File: config.mk
export PLATFORM = sky130hd
export DESIGN_NAME = execute_writeback
export DESIGN_NICKNAME = d
export VERILOG_FILES = /design/src/rtl/execute_writeback_pkg.sv /design/src/rtl/execute_writeback_eflags_merge.sv /design/src/rtl/execute_writeback.sv
export SDC_FILE = /design/constraint.sdc
export NUM_CORES = 1
export LEC_CHECK = 0
export ABC_AREA = 1
export CORE_AREA = 2 2 143 145
export DETAILED_ROUTE_END_ITERATION = 16
export DIE_AREA = 0 0 145 147
export PLACE_DENSITY = 0.73
export REMOVE_ABC_BUFFERS = 1
export SLEW_MARGIN = 10
export SYNTH_ARGS = -nofsm -noshare
export SYNTH_HDL_FRONTEND = slang
export SYNTH_SLANG_ARGS = --single-unit
File: constraint.sdc
create_clock -name clk -period 14.5 [get_ports clk]
set_input_delay 2.9 -clock clk [delete_from_list [all_inputs] [get_ports clk]]
set_output_delay 2.9 -clock clk [all_outputs]
set_load 0.03 [all_outputs]
File: src/rtl/execute_writeback_pkg.sv
// Shared definitions for the execute-stage writeback block: command codes,
// FSM state encoding, EFLAGS reserved-bit masks and the captured-command record.
package execute_writeback_pkg;

    // Command codes (CMD_* encoding shared with decode/execute)
    localparam logic [5:0] CMD_ADD  = 6'h00;
    localparam logic [5:0] CMD_SUB  = 6'h01;
    localparam logic [5:0] CMD_AND  = 6'h02;
    localparam logic [5:0] CMD_OR   = 6'h03;
    localparam logic [5:0] CMD_XOR  = 6'h04;
    localparam logic [5:0] CMD_CMP  = 6'h05;
    localparam logic [5:0] CMD_CMPS = 6'h06;
    localparam logic [5:0] CMD_MUL  = 6'h10;
    localparam logic [5:0] CMD_IMUL = 6'h11;
    localparam logic [5:0] CMD_DIV  = 6'h12;
    localparam logic [5:0] CMD_IDIV = 6'h13;

    // Writeback FSM: wait for a result, write primary GPR, write secondary GPR
    typedef enum logic [1:0] {
        ST_IDLE = 2'd0,
        ST_WR0  = 2'd1,
        ST_WR1  = 2'd2
    } wb_state_e;

    // EFLAGS bits whose value is architecturally fixed
    localparam logic [31:0] EFLAGS_RSVD_ONE  = 32'h0000_0002;  // bit 1
    localparam logic [31:0] EFLAGS_RSVD_ZERO = 32'h0000_8028;  // bits 3, 5, 15

    // Everything execute hands over, held for the whole commit sequence
    typedef struct packed {
        logic [5:0]  opc;
        logic        no_wr;
        logic [2:0]  dst0;
        logic [31:0] res0;
        logic        dst1_en;
        logic [2:0]  dst1;
        logic [31:0] res1;
        logic [31:0] flags;
        logic [31:0] mask;
    } wb_cmd_t;

    // Force the reserved EFLAGS bits to their fixed values
    function automatic logic [31:0] fix_reserved(input logic [31:0] value);
        return (value | EFLAGS_RSVD_ONE) & ~EFLAGS_RSVD_ZERO;
    endfunction

endpackage

File: src/rtl/execute_writeback_eflags_merge.sv
// Combinational EFLAGS merge: bits selected by mask come from the new flags,
// the rest keep their old value, then reserved bits are pinned.
module execute_writeback_eflags_merge
    import execute_writeback_pkg::*;
(
    input  logic [31:0] old_flags,
    input  logic [31:0] new_flags,
    input  logic [31:0] mask,
    output logic [31:0] merged
);

    assign merged = fix_reserved((old_flags & ~mask) | (new_flags & mask));

endmodule

File: src/rtl/execute_writeback.sv
// Execute-stage writeback: captures one result per handshake, writes up to two
// GPRs, merges flags into EFLAGS atomically and counts retired commands.
module execute_writeback
    import execute_writeback_pkg::*;
#(
    parameter logic [31:0] EFLAGS_RST = 32'h0000_0002,
    parameter int          CNT_W      = 32
)
(
    input  logic             clk,
    input  logic             rst,
    input  logic             ex_valid,
    output logic             ex_ready,
    input  logic [5:0]       ex_opc,
    input  logic             ex_no_wr,
    input  logic [2:0]       ex_dst0,
    input  logic [31:0]      ex_res0,
    input  logic             ex_dst1_en,
    input  logic [2:0]       ex_dst1,
    input  logic [31:0]      ex_res1,
    input  logic [31:0]      ex_flags,
    input  logic [31:0]      ex_flags_mask,
    input  logic             flush,
    output logic             rf_we,
    output logic [2:0]       rf_waddr,
    output logic [31:0]      rf_wdata,
    output logic [31:0]      eflags,
    output logic             retire,
    output logic [CNT_W-1:0] retire_cnt
);

    wb_state_e        state_q, state_d;
    wb_cmd_t          cmd_q, cmd_d;
    logic [31:0]      eflags_q, eflags_d;
    logic [CNT_W-1:0] retire_cnt_q, retire_cnt_d;
    logic             commit;
    logic [31:0]      eflags_merged;

    // The opcode is held with the rest of the command but no commit step depends on it
    logic unused_opc;
    assign unused_opc = ^cmd_q.opc;

    execute_writeback_eflags_merge u_eflags_merge (
        .old_flags (eflags_q),
        .new_flags (cmd_q.flags),
        .mask      (cmd_q.mask),
        .merged    (eflags_merged)
    );

    // Next-state, capture and register-file outputs from state and holding registers
    always_comb begin
        // NOTE: every output gets a default before the case so no path can infer a latch.
        state_d  = state_q;
        cmd_d    = cmd_q;
        ex_ready = 1'b0;
        rf_we    = 1'b0;
        rf_waddr = 3'd0;
        rf_wdata = 32'd0;
        commit   = 1'b0;

        unique case (state_q)
            ST_IDLE: begin
                ex_ready = 1'b1;
                // flush only matters here; once captured the command commits atomically
                if (ex_valid && !flush) begin
                    cmd_d = '{
                        opc:     ex_opc,
                        no_wr:   ex_no_wr,
                        dst0:    ex_dst0,
                        res0:    ex_res0,
                        dst1_en: ex_dst1_en,
                        dst1:    ex_dst1,
                        res1:    ex_res1,
                        flags:   ex_flags,
                        mask:    ex_flags_mask
                    };
                    state_d = ST_WR0;
                end
            end
            ST_WR0: begin
                rf_we    = ~cmd_q.no_wr;
                rf_waddr = cmd_q.dst0;
                rf_wdata = cmd_q.res0;
                // A no-write command (CMP) never takes the second write slot
                if (cmd_q.dst1_en && !cmd_q.no_wr) begin
                    state_d = ST_WR1;
                end else begin
                    commit  = 1'b1;
                    state_d = ST_IDLE;
                end
            end
            ST_WR1: begin
                rf_we    = 1'b1;
                rf_waddr = cmd_q.dst1;
                rf_wdata = cmd_q.res1;
                commit   = 1'b1;
                state_d  = ST_IDLE;
            end
            default: begin
                state_d = ST_IDLE;
            end
        endcase
    end

    // Architectural flags and retire count change only in the commit cycle
    always_comb begin
        eflags_d     = eflags_q;
        retire_cnt_d = retire_cnt_q;
        if (commit) begin
            eflags_d     = eflags_merged;
            retire_cnt_d = retire_cnt_q + CNT_W'(1);
        end
    end

    // State, holding registers, EFLAGS and retire counter
    always_ff @(posedge clk or posedge rst) begin
        if (rst) begin
            state_q      <= ST_IDLE;
            cmd_q        <= '0;
            eflags_q     <= EFLAGS_RST;
            retire_cnt_q <= '0;
        end else begin
            // NOTE: non-blocking so every flop samples pre-edge values, independent of statement order.
            state_q      <= state_d;
            cmd_q        <= cmd_d;
            eflags_q     <= eflags_d;
            retire_cnt_q <= retire_cnt_d;
        end
    end

    assign eflags     = eflags_q;
    assign retire     = commit;
    assign retire_cnt = retire_cnt_q;

endmodule
==> metrics, run 1 <==
status completed; hold-fix buffers at CTS 0; startpoint types register; Worst Skew 0.0131 ns; delay-heaviest family, CP buffers and inverters; core area 19800 µm²; CTS buffer count 17; min-delay worst type register to register; total track usage 21.4%; CTS tree yes; Synth Flop Type dfrtp_1; # fillers about 1.8k; Clock Tree Root clkbuf_16; leakage power approximately 5.6 nW; # Max-Cap Violations 0; largest area contributor in the netlist dfrtp_1; EDFF count, synth 0; critical path class register to primary output; die width around 150 µm; final setup fails 0; worst-margin pin slew 1.03 ns; fin nets between 1k and 1.5k; Post-DRT Antenna Nets 0; Syn Area/Cell just under 8 µm²; Post-Syn Area 8770 µm²; Crit path largest cell delay 0.83 ns; vias about 7.8k; RSZ-0062 raised after global routing false; First-pass DRT Iterations 4; number of setup buffers added after CTS 0; Vias/cell 4.91; ys async rst share 100%; DRC 0; Worst path depth 7; Yosys cell types 27; CP max stage cell clkdlybuf4s50_1; Synth top cells by count nand2_1, dfrtp_1, nand3_1; fin crit share 45.4%; CTS Buffer Depth 2; VDD IR-drop max 0.000190 V; Slew Limit Fails 0; PortBufs 229; share of cells above drive strength 1 4.87%; clk slew on worst S/H paths 0.06 ns; TNS Setup 0 ns; Yosys top cell area share 54.2%; Remaining Overflow, GRT 0; number of global-route vias before repair 7330; main area contributors after synthesis dfrtp_1, nand2_1, nand3_1; Die ar. 21300 µm²; Cell Rows 52; Post-CTS Resized 0; Ant. Diodes 0; Layout Utilization 59.3%; crit path time final 6.58 ns; clk_lat worst skew 0.43 ns; largest net degree at the start of global routing approximately 120; DRT Wirelength ~23 mm; Max FO, Critical Path ~60; worst r2r path cells 9; sequential cell area fraction in the yosys report 54.2%; WP buf/inv 4; HPWL Detailed 14.7 mm; clock sinks 190; Power Total between 2 and 2.5 mW; Iter 0 DRT Violations approximately 480; first-pass GRT wire length 36.7 mm; num ports 248; pwr/cell area 208 nW/µm²; Routability Congestion 0.848; synthesized netlist cell count approximately 1.1k; Starting Density 44.2%; H-tree depth 4; Seq cells post-synth 190; area growth from synthesis to layout 34.1%; Worst EP required 11.60 ns; cell mode on critical path inv_2; worst rel slew slack 31.3%; most frequent cell after synthesis nand2_1; initial antenna violation count 0; worst hold stages 2; Synth Warn # 0; Worst setup EP type primary output; critical path data arrival time 3.68 ns; WL per Instance 14.2 µm; Final Hold Viols 0; crit-path cells inv_1 > ha_2 > inv_2 > nand2_2 > nand2_4 > inv_2 > clkdlybuf4s50_1; f_max 0.152 GHz; Die H 147 µm
## power by group
group,internal (mW),switching (mW)
registers,0.750,0.126
logic,0.363,0.721
clock network,0.269,0.213
total,1.38,1.06
## worst paths after layout
kind | start | endpoint | slack (ns)
max in group asynchronous | rst | retire_cnt[20]$_DFFE_PP0P_ | 9.98
min in group asynchronous | rst | cmd_q[51]$_DFFE_PP0P_ | 2.99
max | state_q[0]$_DFFE_PP0P_ | retire | 7.92
max reg2reg | state_q[0]$_DFFE_PP0P_ | register | 11.64
min | cmd_q[55]$_DFFE_PP0P_ | cmd_q[55]$_DFFE_PP0P_ | 0.47
min reg2reg | cmd_q[55]$_DFFE_PP0P_ | cmd_q[55]$_DFFE_PP0P_ | 0.47
## layer usage
metal	GRT usage (%)	vias to the layer above	part of all wire, %
met5	0	-	0
met4	6.73	0	1.6
met3	7.48	23	8.7
met2	34.7	234	47
met1	27.0	3635	43
li1	-	3873	-
## tightest hold or removal path, delay by kind of cell, from the launching register on
kind / cells / cell delay, ns
simple gates: 2 / 0.10
flops: 1 / 0.34
## per-stage QoR
step           cells  setup slack [ns]  cell area, µm²  hold WS (ns)
2_1_floorplan   1044              3.11            8430         0.442
6_report        1583              7.92           11800         0.472
3_3_place_gp    1551              8.31           11200         0.453
5_1_grt         1583              7.63           11800         0.492
3_5_place_dp    1551              8.27           11200         0.458
4_1_cts         1583              7.80           11800         0.475
## cell families after synthesis
family | share of synthesized area [%]
AO/OA/AOI/OAI | 2.62
XOR/XNOR | 0.999
adder cells (fa/ha/maj) | 0.571
buffers and inverters | 5.69
flip-flops | 54.2
other | 0.0856
AND/OR/NAND/NOR | 35.8
## layout by cell type, fill, tap and decap left out, drive strengths merged, types with 8 or more instances in the layout
cell / instances
xor2: 8
inv: 44
a21oi: 38
nand3: 178
nor2: 45
clkdlybuf4s50: 229
nand2: 521
o21ai: 8
buf: 8
clkbuf: 20
dfrtp: 190
## layout make-up
type,instances,area [µm²],share of cell area [%]
inverters,39,154,1.31
flip-flops and latches,190,4750,40.4
clock inverters,12,150,1.28
multi-input cells,815,3560,30.2
well taps,270,338,2.87
repair buffers,237,2350,20.0
clock buffers,20,457,3.88
Note: power is estimated with default switching activity, not from simulation.
==> run 2, diff against run 1 <==
Settings changed: CORE_AREA 2 2 143 145 to 2 2 145 147, DIE_AREA 0 0 145 147 to 0 0 147 149, PLACE_DENSITY 0.73 to 0.74.
Clock period 14.5 ns to 5.8 ns, I/O delays scaled along.
==> metrics, run 2 (synthesis results as in run 1) <==
hold-fix buffers at CTS 0 (unchanged); clock power share 21.5% (+1.8 points); first-pass GRT wire length 36.8 mm (+0.22%); most frequent cells in the layout nand2_1, clkdlybuf4s50_1, dfrtp_1; final setup fails 0 (unchanged); # Max-Cap Violations 0 (unchanged); initial antenna violation count 0 (unchanged); H-tree depth 4 (unchanged); placed instance count 1557 (+0.39%); Final Hold Viols 0 (unchanged); PortBufs 229 (unchanged); First-pass DRT Iterations 6 (+2); Post-DRT Antenna Nets 0 (unchanged); num ports 248 (unchanged); Vias/cell 4.92 (+0.34%); Worst Skew 0.0109 ns (-0.00212 ns); HPWL Detailed 14.9 mm (+1.2%); CTS tree yes; leakage power 5.60 nW (+0.86%); DRT Wirelength 22.6 mm (+0.27%); Iter 0 DRT Violations 436 (-9.5%); pwr/cell area 528 nW/µm² (+150%); DRC 0 (unchanged); Post-CTS Resized 0 (unchanged); sequential power share 35.1% (-0.8 points); Clock Tree Root clkbuf_16; crit path time final 4.24 ns; CTS Buffer Depth 2 (unchanged); Slew Limit Fails 0 (unchanged); WL per Instance 14.2 µm (-0.11%); crit-path cells inv_1 > ha_1 > buf_4 > inv_2 > nand2_2 > nand2_4 > inv_2 > clkdlybuf4s50_1; CP max stage cell clkdlybuf4s50_1; total track usage 21.0% (-0.39 points); f_max 0.236 GHz; switching pwr 2.63 mW (+150%); worst-margin pin slew 1.09 ns (+0.0597 ns); fin nets 1451 (+0.069%); Worst EP required 4.64 ns (-6.96 ns); critical path class register to primary output; core area 20600 µm² (+3.6%); Routability Congestion 0.839 (-1.1%); Die H 149 µm (+1.4%); share of cells above drive strength 1 4.87% (about the same); clk_lat worst skew 0.42 ns (about the same); number of global-route vias before repair 7438 (+1.5%); WP buf/inv 5 (+1); critical path data arrival time 3.08 ns (-0.60 ns); Layout Utilization 57.7% (-1.6 points); vias 7821 (+0.72%); Ant. Diodes 0 (unchanged); RSZ-0062 raised after global routing false; VDD IR-drop max 0.000251 V (+32%); CTS buffer count 17 (unchanged); non-filler instance count after layout 1589 (+0.38%); Cell Rows 53 (+1.9%); Max FO, Critical Path 20 (-66%); Die ar. 21900 µm² (+2.8%); die width 147 µm (+1.4%); status completed; TNS Setup 0 ns (unchanged); Worst setup EP type primary output; largest net degree at the start of global routing 110 (-11%); min-delay worst type register to register; switching part of the total 42.0% (-1.4 points); worst rel slew slack 27.3% (-4.0 points); Starting Density 42.7% (-1.5 points); Crit path largest cell delay 0.67 ns (-0.16 ns); clock sinks 190 (unchanged); Gate power share 43.3% (-1.1 points); delay-heaviest family, CP buffers and inverters; Internal Power 3.63 mW (+160%); most common library cell in the layout ignoring fill and taps nand2_1; Remaining Overflow, GRT 0 (unchanged); number of setup buffers added after CTS 0 (unchanged); area growth from synthesis to layout 35.1%; clk slew on worst S/H paths 0.07 ns (about the same); cell mode on critical path inv_2; startpoint types register; fin crit share 73.1%
## run 2: metal layers
layer / wire (µm) / up-vias / GRT usage [%]
met5: 0 / - / 0
met4: 282 / 0 / 5.43
met3: 2010 / 18 / 7.77
met2: 10800 / 240 / 34.2
met1: 9530 / 3684 / 26.6
li1: - / 3879 / -
## run 2: final cells by class
| cell class | count | area (µm²) |
|---|---|---|
| Clock buffer | 20 | 457 |
| Multi-Input combinational cell | 815 | 3560 |
| Clock inverter | 12 | 228 |
| Fill cell | 1858 | 8700 |
| Timing Repair Buffer | 238 | 2360 |
| Tap cell | 275 | 344 |
| Sequential cell | 190 | 4750 |
| Inverter | 39 | 154 |
## run 2: worst register-to-register path, stage by stage (launching register included)
cell     delay (ns)
dfrtp_1        0.38
inv_1          0.13
ha_4           0.58
o21ai_4        0.45
nand2_4        0.92
buf_4          0.50
nand2_1        0.11
nand2_1        0.08
## run 2: final timing paths
kind / from / to / slack (ns) / cells past startpoint
setup / recovery: state_q[0]$_DFFE_PP0P_ / retire / 1.56 / 8
min in group asynchronous: rst / cmd_q[0]$_DFFE_PP0P_ / 1.28 / 2
hold reg to reg: register / register / 0.47 / 2
max in group asynchronous: rst / cmd_q[26]$_DFFE_PP0P_ / 3.44 / 3
hold / removal: register / register / 0.47 / 2
setup reg to reg: state_q[0]$_DFFE_PP0P_ / cmd_q[31]$_DFFE_PP0P_ / 2.59 / 7
## run 2: power groups by stage
stage / sequential [mW] / combinational (mW) / clock (mW)
floorplan: 2.32 / 1.65 / 0
global placement: 2.20 / 2.69 / 0
detailed placement: 2.22 / 2.74 / 0
CTS: 2.20 / 2.75 / 1.37
global route: 2.27 / 3.03 / 1.43
finish: 2.20 / 2.71 / 1.35
## run 2: stage by stage
stage | cell area [µm²] | hold WS, ns | setup slack, ns | power [mW]
finish | 11900 | 0.470 | 1.56 | 6.26
global route | 11900 | 0.486 | 1.29 | 6.73
CTS | 11900 | 0.474 | 1.48 | 6.32
detailed placement | 11200 | 0.457 | 1.69 | 4.96
global placement | 11200 | 0.453 | 1.70 | 4.89
floorplan | 8430 | 0.442 | -4.95 | 3.97
==> run 3, diff against run 2 <==
Settings changed: CORE_AREA 2 2 145 147 to 2 2 143 145, DIE_AREA 0 0 147 149 to 0 0 145 147, PLACE_DENSITY 0.74 to 0.73.
Clock period 5.8 ns to 4 ns, I/O delays scaled along.
==> metrics, run 3 (synthesis results as in run 1) <==
final setup fails 0 (unchanged); worst-margin pin slew 0.822 ns (-0.268 ns); DRT Wirelength 22.4 mm (-0.92%); crit path time final 3.41 ns; Ant. Diodes 0 (unchanged); number of global-route vias before repair 7550 (+1.5%); clock sinks 190 (unchanged); vias 7771 (-0.64%); Power Total 8.92 mW (+42%); leakage power 5.60 nW (about the same); WL per Instance 14.1 µm (-0.73%); critical path class register to primary output; area growth from synthesis to layout 34.8%; Routability Congestion 0.808 (-3.7%); CTS tree yes; CP max stage cell clkdlybuf4s50_1; pwr/cell area 755 nW/µm² (+43%); Die H 147 µm (-1.3%); Starting Density 44.2% (+1.5 points); Cell Rows 52 (-1.9%); delay-heaviest family, CP buffers and inverters; HPWL Detailed 14.9 mm (about the same); most common library cell in the layout ignoring fill and taps nand2_1; core area 19800 µm² (-3.5%); crit-path cells inv_1 > ha_1 > buf_4 > nand2_1 > a21oi_1 > clkdlybuf4s50_1; Clock Tree Root clkbuf_16; First-pass DRT Iterations 5 (-1); clk slew on worst S/H paths 0.06 ns (about the same); WP buf/inv 3 (-2); Worst EP required 3.20 ns (-1.44 ns); initial antenna violation count 1 (+1); VDD IR-drop max 0.000515 V (+110%); # Max-Cap Violations 0 (unchanged); fin nets 1455 (+0.28%); worst rel slew slack 45.2% (+18 points); Slew Limit Fails 0 (unchanged); crit path from state_q[1]$_DFFE_PP0P_; Die ar. 21300 µm² (-2.7%); critical path data arrival time 2.61 ns (-0.47 ns); share of cells above drive strength 1 5.17% (+0.30 points); startpoint types register; num ports 248 (unchanged); Final Hold Viols 0 (unchanged); first-pass GRT wire length 36.8 mm (+0.13%); most frequent cells in the layout nand2_1, clkdlybuf4s50_1, dfrtp_1; Worst Skew 0.0135 ns (+0.00258 ns); total track usage 21.3% (+0.37 points); number of setup buffers added after CTS 0 (unchanged); die width 145 µm (-1.4%); DRC 0 (unchanged); PortBufs 229 (unchanged); Crit path largest cell delay 0.73 ns (+0.06 ns); Post-DRT Antenna Nets 0 (unchanged); hold-fix buffers at CTS 0 (unchanged); RSZ-0062 raised after global routing false; status completed; Max FO, Critical Path 38 (+90%); Worst setup EP type primary output; f_max 0.293 GHz; TNS Setup 0 ns (unchanged); clk_lat worst skew 0.42 ns (about the same); CTS buffer count 17 (unchanged); Iter 0 DRT Violations 423 (-3.0%); CTS Buffer Depth 2 (unchanged); Vias/cell 4.90 (-0.45%); largest net degree at the start of global routing 130 (+18%); min-delay worst type register to register; H-tree depth 4 (unchanged); Remaining Overflow, GRT 0 (unchanged); fin crit share a little under nine tenths; Post-CTS Resized 0 (unchanged); worst reg2reg path startpoint state_q[1]$_DFFE_PP0P_
==> run 3: worst paths after layout <==
kind | to | slack (ns) | depth (start not counted)
min reg2reg | register | 0.47 | 2
max | rf_wdata[1] | 0.59 | 6
max in group asynchronous | retire_cnt[3]$_DFFE_PP0P_ | 2.24 | 3
min in group asynchronous | asynchronous set/reset pin | 0.90 | 2
min | register | 0.47 | 2
max reg2reg | cmd_q[87]$_DFFE_PP0P_ | 1.35 | 7
==> run 3: layer usage <==
layer / part of all wire, % / GRT usage (%) / vias to the layer above / wire, µm
li1: - / - / 3889 / -
met5: 0 / 0 / - / 0
met2: 48 / 35.6 / 218 / 10600
met3: 8.7 / 8.73 / 18 / 1950
met4: 1.3 / 5.45 / 0 / 291
met1: 42 / 25.8 / 3646 / 9490
==> run 3: per-stage QoR <==
| step | hold WS [ns] | cell area [µm²] | utilization, % | setup WS [ns] | std cells |
|---|---|---|---|---|---|
| global route | 0.492 | 11800 | 59.6 | 0.485 | 1586 |
| detailed placement | 0.458 | 11200 | 56.5 | 1.07 | 1556 |
| global placement | 0.454 | 11200 | 56.5 | 1.06 | 1556 |
| finish | 0.471 | 11800 | 59.6 | 0.592 | 1586 |
| floorplan | 0.442 | 8430 | - | -6.75 | 1044 |
| CTS | 0.474 | 11800 | 59.6 | 0.600 | 1586 |
==> run 3: layout make-up <==
cell class	count	area, µm²
sequential	190	4750
timing repair buffer	242	2400
clock inverter	12	181
multi-input combinational	815	3560
inverter	39	154
clock buffer	18	439
tap	270	338
fill	1787	8020
==> run 3: where the power goes <==
part	switching (mW)	total, mW	internal, mW
Sequential	0.461	3.18	2.72
Clock	0.724	1.79	1.06
Combinational	2.62	3.95	1.34
==> run 3: worst min-delay path, delay by kind of cell, from the launching register on <==
family	cells	cell delay, ns
flops	1	0.34
simple gates	2	0.10
==> variant, RTL diff (config.mk and constraints of run 2) <==
Put one more register stage on the output `eflags`, with the module's reset. The value now appears one clock later. The other outputs are not delayed to match.
--- a/src/rtl/execute_writeback.sv
+++ b/src/rtl/execute_writeback.sv
@@ -128,7 +128,13 @@
         end
     end
 
-    assign eflags     = eflags_q;
+    always_ff @(posedge clk or posedge rst) begin
+        if (rst) begin
+            eflags <= '0;
+        end else begin
+            eflags <= eflags_q;
+        end
+    end
     assign retire     = commit;
     assign retire_cnt = retire_cnt_q;
 
Behaviour: not the same (Yosys sat finds a counterexample within 4 cycles, from zero or initial values and one cycle with rst high).
==> variant against run 2 <==
Power increased by 7.6%; final area increased by 7.4%; sequential power increased by 13%; setup slack got worse by 0.13 ns; clock skew increased by 0.0088 ns; area after synthesis increased by 8.2%; sequential cell count increased by 29; cell count increased by 2.8%; routed wire length increased by 3.3%; die area unchanged.
==> variant: results <==
group,metric,value,unit
status,outcome,"finished clean",
grt,grt_pass1_wl,38400,um
worst_setup_path,r2r_end,"cmd_q[95]",
grt,use_met1,28.1,%
routing,firstDrtPassIters,5,
final_layout,nets,1490,
routing,dr.first_iter.drc_count,471,
clocking,numCtsBuffers,25,
worst_setup_path,cp-endpoint,"rf_wdata[29]",
grt,antenna_found_initial,2,
worst_setup_path,cp_max_fo,25,
placement,port_buffers,230,
power_and_ir_drop,max-vdd-ir-drop,0.000411,V
worst_setup_path,reg2reg_slack,2.75,ns
worst_setup_path,cp.arrival,3.21,ns
clocking,clkTransAtPathRegs,0.06,ns
grt,grt_max_degree,141,
sta,slew_headroom,32.9,%
worst_setup_path,startpoint,"state_q[1]",
grt,grt_pass1_vias,7755,
routing,vias,8065,
grt,grt_usage,21.4,%
yosys,synth_area_leaders,"dfrtp_1 58%, nand2_1 20%, nand3_1 9.3%",
power_and_ir_drop,power_density,529,nW/um^2
yosys,yosysSeqAreaShare,57.8,%
power_and_ir_drop,leakagePower,6.05,nW
sta,clock_skew,0.0198,ns
clocking,htree_num_levels,1,
grt,grt_use_met3,7.06,%
placement,routabilityCongestion,0.832,
final_layout,drive_above_1_share,5.38,%
placement,placed_area,11900,sq um
worst_setup_path,r2r_cells,8,
final_layout,num-fill-cells,1791,
clocking,clkLatencyLatePin,0.51,ns
placement,hpwl,14700,um
clocking,cts_max_path_buffers,3,
grt,use_met2,35.0,%
yosys,netlist_top_cells_count,"515 x nand2_1, 219 x dfrtp_1, 176 x nand3_1",
routing,wl_per_cell,14.3,um
variant: worst max-delay path: stages (launching register included):
cell and delay, ns:
dfrtp_1 0.38, inv_1 0.13, ha_1 0.82, buf_4 0.35
nand2_1 0.09, a21oi_1 0.24, clkdlybuf4s50_1 0.72
variant: layout make-up:
type	instances	area share, %
tap	275	2.70
multi-input combinational	815	27.9
sequential	219	43.0
timing repair buffer	240	18.8
inverter	39	1.21
clock inverter	7	0.511
clock buffer	37	5.82
antenna	2	0.0393
variant: metrics by stage:
stage / hold WS [ns] / TNS, ns / worst slack [ns] / power [mW] / instances
after global routing: 0.387 / 0 / 1.19 / 7.24 / 1633
after CTS: 0.376 / 0 / 1.36 / 6.82 / 1632
after floorplan: 0.354 / -898.96 / -4.95 / 4.27 / 1073
after detailed placement: 0.361 / 0 / 1.93 / 5.26 / 1588
final: 0.373 / 0 / 1.43 / 6.74 / 1634
after global placement: 0.360 / 0 / 1.94 / 5.18 / 1588
variant: cells by family (layout without fill, tap and decap cells):
group	Yosys count	in the layout	synth area share, %
compound gates	46	46	2.43
xor+xnor	10	10	0.923
fa+ha+maj	4	4	0.527
buf+inv	105	323	5.18
flops	219	219	57.8
other cells	2	6	0.0791
simple gates	751	751	33.1
variant: routing by layer:
layer  part of all wire, %  vias to the layer above
li1                      -                     3993
met1                    42                     3778
met2                    47                      265
met3                   9.6                       29
met4                   1.7                        0
met5                     0                        -
variant: worst min-delay path by stage:
| stage | end | slack [ns] | cells past startpoint | start |
|---|---|---|---|---|
| final | eflags[17] | 0.37 | 0 | register |
| after global routing | eflags[16] | 0.39 | 0 | register |
| after CTS | eflags[0] | 0.38 | 0 | register |
| after detailed placement | eflags[0] | 0.36 | 0 | register |
| after global placement | eflags[26] | 0.36 | 0 | register |
| after floorplan | eflags[0] | 0.35 | 0 | register |
variant: report_power, final:
part	switching [mW]	total (mW)	internal [mW]
logic	1.80	2.72	0.923
registers	0.339	2.49	2.15
clock network	0.607	1.53	0.922
total	2.74	6.74	4.00
